File: config.mk
export PLATFORM = sky130hd
export DESIGN_NAME = and_gate
export DESIGN_NICKNAME = d
export VERILOG_FILES = /design/src/rtl/and_gate.sv
export SDC_FILE = /design/constraint.sdc
export NUM_CORES = 1
export LEC_CHECK = 0
export CAP_MARGIN = 20
export CORE_MARGIN = 2
export CORE_UTILIZATION = 48
export CTS_BUF_LIST = sky130_fd_sc_hd__clkbuf_4 sky130_fd_sc_hd__clkbuf_8
export DETAILED_ROUTE_END_ITERATION = 6
export GPL_TIMING_DRIVEN = 0
export PLACE_DENSITY = 0.76
export SLEW_MARGIN = 10
export SYNTH_ARGS = -nofsm -noshare
export SYNTH_HDL_FRONTEND = slang
export SYNTH_SLANG_ARGS = --single-unit
File: constraint.sdc
create_clock -name sys_clk -period 1.5 [get_ports sys_clk]
set_input_delay 0.225 -clock sys_clk [delete_from_list [all_inputs] [get_ports sys_clk]]
set_output_delay 0.225 -clock sys_clk [all_outputs]
set_load 0.02 [all_outputs]
File: src/rtl/and_gate.sv
`timescale 1ns/1ps
// Two-input AND with registered copy, edge pulses, debounced level and saturating high-time counter.
// Latency: Y is combinational; y_q/y_rise/y_fall/hi_cnt one cycle; y_stable after FILT_LEN agreeing samples.
// Backpressure: none, every cycle is sampled unconditionally.
module and_gate #(
  parameter int CNT_W    = 16,
  parameter int FILT_LEN = 4
) (
  input  logic             sys_clk,
  input  logic             sys_rst_n,
  input  logic             A,
  input  logic             B,
  output logic             Y,
  output logic             y_q,
  output logic             y_rise,
  output logic             y_fall,
  output logic             y_stable,
  output logic [CNT_W-1:0] hi_cnt,
  output logic             cnt_sat
);

  // Run counter is 8 bits wide because FILT_LEN tops out at 255; the run
  // never needs to hold FILT_LEN itself, only FILT_LEN-1 before toggling.
  localparam logic [7:0]       FILT_LAST = 8'(FILT_LEN - 1);
  localparam logic [CNT_W-1:0] CNT_ONE   = {{(CNT_W-1){1'b0}}, 1'b1};

  logic             y_d;
  logic             rise_d, rise_q;
  logic             fall_d, fall_q;
  logic             stable_d, stable_q;
  logic [7:0]       run_d, run_q;
  logic [CNT_W-1:0] hi_cnt_d, hi_cnt_q;

  // The gate itself: independent of clock and reset.
  assign Y = A & B;

  // Next-state for the sampled copy, edge detectors, debounce and counter.
  always_comb begin
    y_d      = Y;
    rise_d   = Y & ~y_q;
    fall_d   = ~Y & y_q;
    stable_d = stable_q;
    run_d    = '0;
    hi_cnt_d = hi_cnt_q;

    // A sample agreeing with the debounced level restarts the run; the
    // FILT_LEN-th consecutive disagreeing sample flips the level.
    if (Y != stable_q) begin
      if (run_q == FILT_LAST) begin
        stable_d = Y;
      end else begin
        run_d = run_q + 8'd1;
      end
    end

    // Saturate rather than wrap so long high periods stay visible.
    if (Y && !cnt_sat) begin
      hi_cnt_d = hi_cnt_q + CNT_ONE;
    end
  end

  // State registers, cleared immediately by reset assertion.
  always_ff @(posedge sys_clk or negedge sys_rst_n) begin
    if (!sys_rst_n) begin
      y_q      <= 1'b0;
      rise_q   <= 1'b0;
      fall_q   <= 1'b0;
      stable_q <= 1'b0;
      run_q    <= '0;
      hi_cnt_q <= '0;
    end else begin
      y_q      <= y_d;
      rise_q   <= rise_d;
      fall_q   <= fall_d;
      stable_q <= stable_d;
      run_q    <= run_d;
      hi_cnt_q <= hi_cnt_d;
    end
  end

  assign y_rise   = rise_q;
  assign y_fall   = fall_q;
  assign y_stable = stable_q;
  assign hi_cnt   = hi_cnt_q;
  assign cnt_sat  = &hi_cnt_q;

endmodule

### After elaboration in Yosys (flattened, before gate mapping)

Cells that the tools add are included.

* bits of input ports: 4
* output and inout bits: 22
* logic and storage cells: 21
* bits in registers: 28

* bitwise gates (word level): 5
* multiplexer cells: 2
* eq/ne operators: 2
* $add $sub $neg: 2
* reduce and logical (&&, ||, !) cells: 4

Operators by type and width (count)
* adder 16 x 1 -> 16 bit, second input constant: 1
* 2-to-1 mux 8 bit: 2
* AND reduction 16 bit: 1
* adder 8 x 1 -> 8 bit, second input constant: 1
* == test 8 x 2 -> 1 bit, second input constant: 1
* bitwise AND 1 bit: 3
* NOT 1 bit: 2
* AND reduction 2 bit: 1
* logical AND 1 bit: 1
* logical NOT 1 bit: 1
* inequality test 1 bit: 1

### Longest topological paths before layout

* depth in word-level cells: 3
* gate-level depth with buffers: 5
* gate-level depth less buffers: 5

### Least setup slack after synthesis

OpenSTA, ideal clock, no wires.

* path type: reg2out
* start: reg hi_cnt_q[0], in the netlist hi_cnt[0]
* end: out cnt_sat
* setup slack: -0.388 ns
* arrival: 1.663 ns
* data required time: 1.275 ns
* buffers on the path: 0
* cell stages (with the launch flop): 4
* cells stage by stage: dfrtp_1 ha_1 nand4_1 nor4_1

* longest elaborated chain between the ends: 1

RTL lines
* from (decl): RTL line 32 `logic [CNT_W-1:0] hi_cnt_d, hi_cnt_q;`
* from (signal assigned): RTL line 77 `hi_cnt_q <= hi_cnt_d;`
* AND reduction 16 bit: RTL line 85 `assign cnt_sat = &hi_cnt_q;`
* to (decl): RTL line 19 `output logic cnt_sat`

Every way passes these cells.

### Worst setup path in the final report

* start: reg hi_cnt_q[0], in the netlist hi_cnt[0]
* end: reg hi_cnt_q[6], in the netlist hi_cnt[6]

* longest elaborated chain between the ends: 3
* elaborated cells between the ends (all ways): 4
* those cells by class: 1 x add/sub; 3 x reduce/logical

RTL lines
* parallel branches: the longest is 3 deep, another holds adder 16 x 1 -> 16 bit

Parallel ways; which one is timed is not known.
A chain may end at the register's enable or synchronous reset.

==> flow_summary.json <==
{
  "cts_max_path_buffers": 2,
  "syn_avg_cell_area_um2": 11.0,
  "routed_via_density": 5.71,
  "fin_crit_sh_pct": 111,
  "synth_edf_count": 0,
  "synth.most_common_cell": "dfrtp_1",
  "p_leak_uw": 0.000946,
  "slew_headroom_pct": 49.6,
  "drt_pre_antenna_iters": 4,
  "crit_type": "flop to flop",
  "antenna_found_initial": 0,
  "dp.final_hpwl_um": 2040,
  "drc": 0,
  "cts_made_buffers": 3,
  "netSwitchingFraction_pct": 34.5,
  "final_nets": 176,
  "syn_to_final_growth_pct": 52.9,
  "drt_wl_total_um": 3410,
  "antenna_cells": 0,
  "cp_max_fo": 6,
  "failed_checks": "negative setup slack",
  "p_int_uw": 1480,
  "num-fill-cells": 174,
  "reg2reg_slack_ns": -0.16,
  "start_util_pct": 49.2,
  "synth_async_sr_flop_share_pct": 100,
  "synth_cell_types": 27,
  "clock_latency_ns": 0.34,
  "power_switching_uw": 780,
  "synth_ff_type": "dfrtp_1",
  "power.density_mw_per_mm2": 1120,
  "ir_worst_vdd_mv": 1.11,
  "grt_usage_pct": 20.0,
  "grt_pass1_vias": 1096,
  "routedWlPerCell_um": 17.1,
  "finalMaxSlewViolations": 0,
  "grt_max_degree": 17,
  "clkTransAtPathRegs_ns": 0.16,
  "p_clk_share_pct": 22.6,
  "ys_seq_area_share_pct": 53.0,
  "syn_area_mm2": 0.00132,
  "cts_sinks": 28,
  "syn_nets": 127,
  "yosys-top-cells-count": "dfrtp_1 (28), nand3_1 (12), nand2_1 (10), nor2_1 (10), xor2_1 (10)",
  "synth_cells": 120,
  "setup_violations": 15,
  "htreeDepth": 1,
  "numPortBuffers": 25,
  "critical_path_required_ns": 1.76,
  "grt_pass1_wl_um": 5080,
  "die_w_um": 56.5,
  "drive_gt1_share_pct": 39.3,
  "core_area_mm2": 0.00269,
  "dieArea_mm2": 0.00319,
  "yosys.area.top_type": "dfrtp_1",
  "hold_violations": 0,
  "period_minus_slack_ns": 1.66,
  "cts_tree": "done",
  "final_util_pct": 75.3,
  "synthTopCellsByArea": "dfrtp_1 (53%), xor2_1 (6.6%), xnor2_1 (5.3%), nand3_1 (4.5%), ha_1 (2.8%)",
  "grt_overflow": 0,
  "num_rows": 19,
  "fin_ws_ns": -0.162,
  "rsz0062_at_grt": "yes",
  "start_kind": "flop",
  "hold_path.class": "input port to asynchronous set/reset pin",
  "tightest_slew_ns": 0.753,
  "place_area_mm2": 0.00167,
  "end_kind": "flop",
  "dieHeight_um": 56.5,
  "drt_iter0_markers": 33,
  "io_pins": 26,
  "gp_congestion": 0.822,
  "drtAntennaViolNets": 0,
  "p_comb_share_pct": 31.3,
  "clock.fmax_ghz": 0.602,
  "max_cap_violations": 0,
  "vias": 1137,
  "fin_area_mm2": 0.00202,
  "p_seq_share_pct": 46.1,
  "arrival_ns": 1.93,
  "clock-skew-final_ns": 0.00761,
  "cts_root_buffer": "clkbuf_4",
  "ys_ff_latch": 28,
  "yosys_warnings": 0,
  "synth_top_cell_area_share_pct": 53.0,
  "outcome": "complete, but fails checks"
}
-- per-stage QoR --
stage / setup TNS [ns] / hold slack, ns / setup slack [ns] / instances / power [µW]
5_1_grt: -2.32 / 0.360 / -0.213 / 199 / 2380
3_5_place_dp: -4.25 / 0.432 / -0.475 / 177 / 1640
4_1_cts: -2.00 / 0.333 / -0.205 / 189 / 2170
2_1_floorplan: -0.555 / -0.0706 / -0.108 / 120 / 1360
3_3_place_gp: -10.07 / 0.422 / -0.461 / 176 / 1620
6_report: -1.34 / 0.303 / -0.162 / 199 / 2260
-- cells in the final DEF (no fill, tap or decap), drive strengths merged --
cell / count
a21oi: 2
a31oi: 1
nor3: 3
nor2b: 1
and4: 4
dlygate4sd2: 17
ha: 3
nand2: 10
o41ai: 1
buf: 21
inv: 3
mux2i: 1
nor2: 10
o21a: 1
a211oi: 1
nand3: 12
a41oi: 2
xor2: 10
nor4: 4
clkbuf: 4
o21ai: 1
dfrtp: 28
and2: 1
clkdlybuf4s15: 3
and3: 4
nand4: 7
clkdlybuf4s50: 3
bufinv: 1
xnor2: 8
nor4b: 1
-- worst max-delay path, cell delays in order, from the launching register on --
cell	delay, ns
dfrtp_2	0.45
ha_4	0.16
buf_4	0.13
and4_4	0.20
a41oi_4	0.23
buf_6	0.14
nand3_2	0.08
xnor2_1	0.20
-- final timing paths --
kind	start	to	depth (start not counted)
worst max-delay path	hi_cnt[0]	hi_cnt[6]	7
worst min-delay path	sys_rst_n	run_q[3]	1
worst max register to register	hi_cnt[0]	hi_cnt[6]	7
worst min register to register	y_q	y_rise	1
max in group asynchronous	sys_rst_n	hi_cnt[8]	2
min in group sys_clk	y_q	y_rise	1
-- flip-flops by register name, indices dropped and copies added, names as in the netlist --
signal	flops
hi_cnt	16
y_stable	1
run_q	8
y_rise	1
y_q	1
y_fall	1
-- metal layers --
| metal | wire, µm | global-route usage (%) | vias up |
|---|---|---|---|
| met5 | 0 | 0 | - |
| met3 | 135 | 3.00 | 11 |
| met1 | 1400 | 25.8 | 566 |
| li1 | - | - | 527 |
| met2 | 1810 | 34.7 | 33 |
| met4 | 63 | 5.78 | 0 |
-- power by group through the flow --
stage                     Combinational, µW  Clock, µW  Sequential (µW)
final                                   708        511             1040
after global routing                    783        536             1060
after CTS                               624        507             1040
after detailed placement                573          0             1070
after global placement                  558          0             1060
after floorplan                         214          0             1140
-- final cells by class --
class                           instances  area [µm²]  area share, %
Clock inverter                          1        30.0           1.49
Buffer                                  1        15.0          0.743
Multi-Input combinational cell         88         801           39.6
Clock buffer                            3        22.5           1.11
Tap cell                               31        38.8           1.92
Sequential cell                        28         717           35.5
Timing Repair Buffer                   44         384           19.0
Inverter                                3        13.8          0.681
-- logic make-up (layout without fill, tap and decap cells) --
kind of cell | after synthesis | count (layout) | share of synthesized area (%)
adders and majority gates | 3 | 3 | 2.84
buffers and inverters | 4 | 52 | 1.23
xor gates and xnor gates | 18 | 18 | 11.9
DFF | 28 | 28 | 53.0
muxes | 1 | 1 | 0.757
AOI/OAI and AO/OA | 9 | 9 | 6.15
and+or+nand+nor | 57 | 57 | 24.1
-- timing repair --
action,4_1_cts,5_1_grt
pin swaps,9,17
resized for setup,45,32
hold buffers,0,0
setup buffers,8,10
cloned,0,0
endpoints found under the setup margin,36,29
No activity file was read; power rests on OpenSTA's default activity.
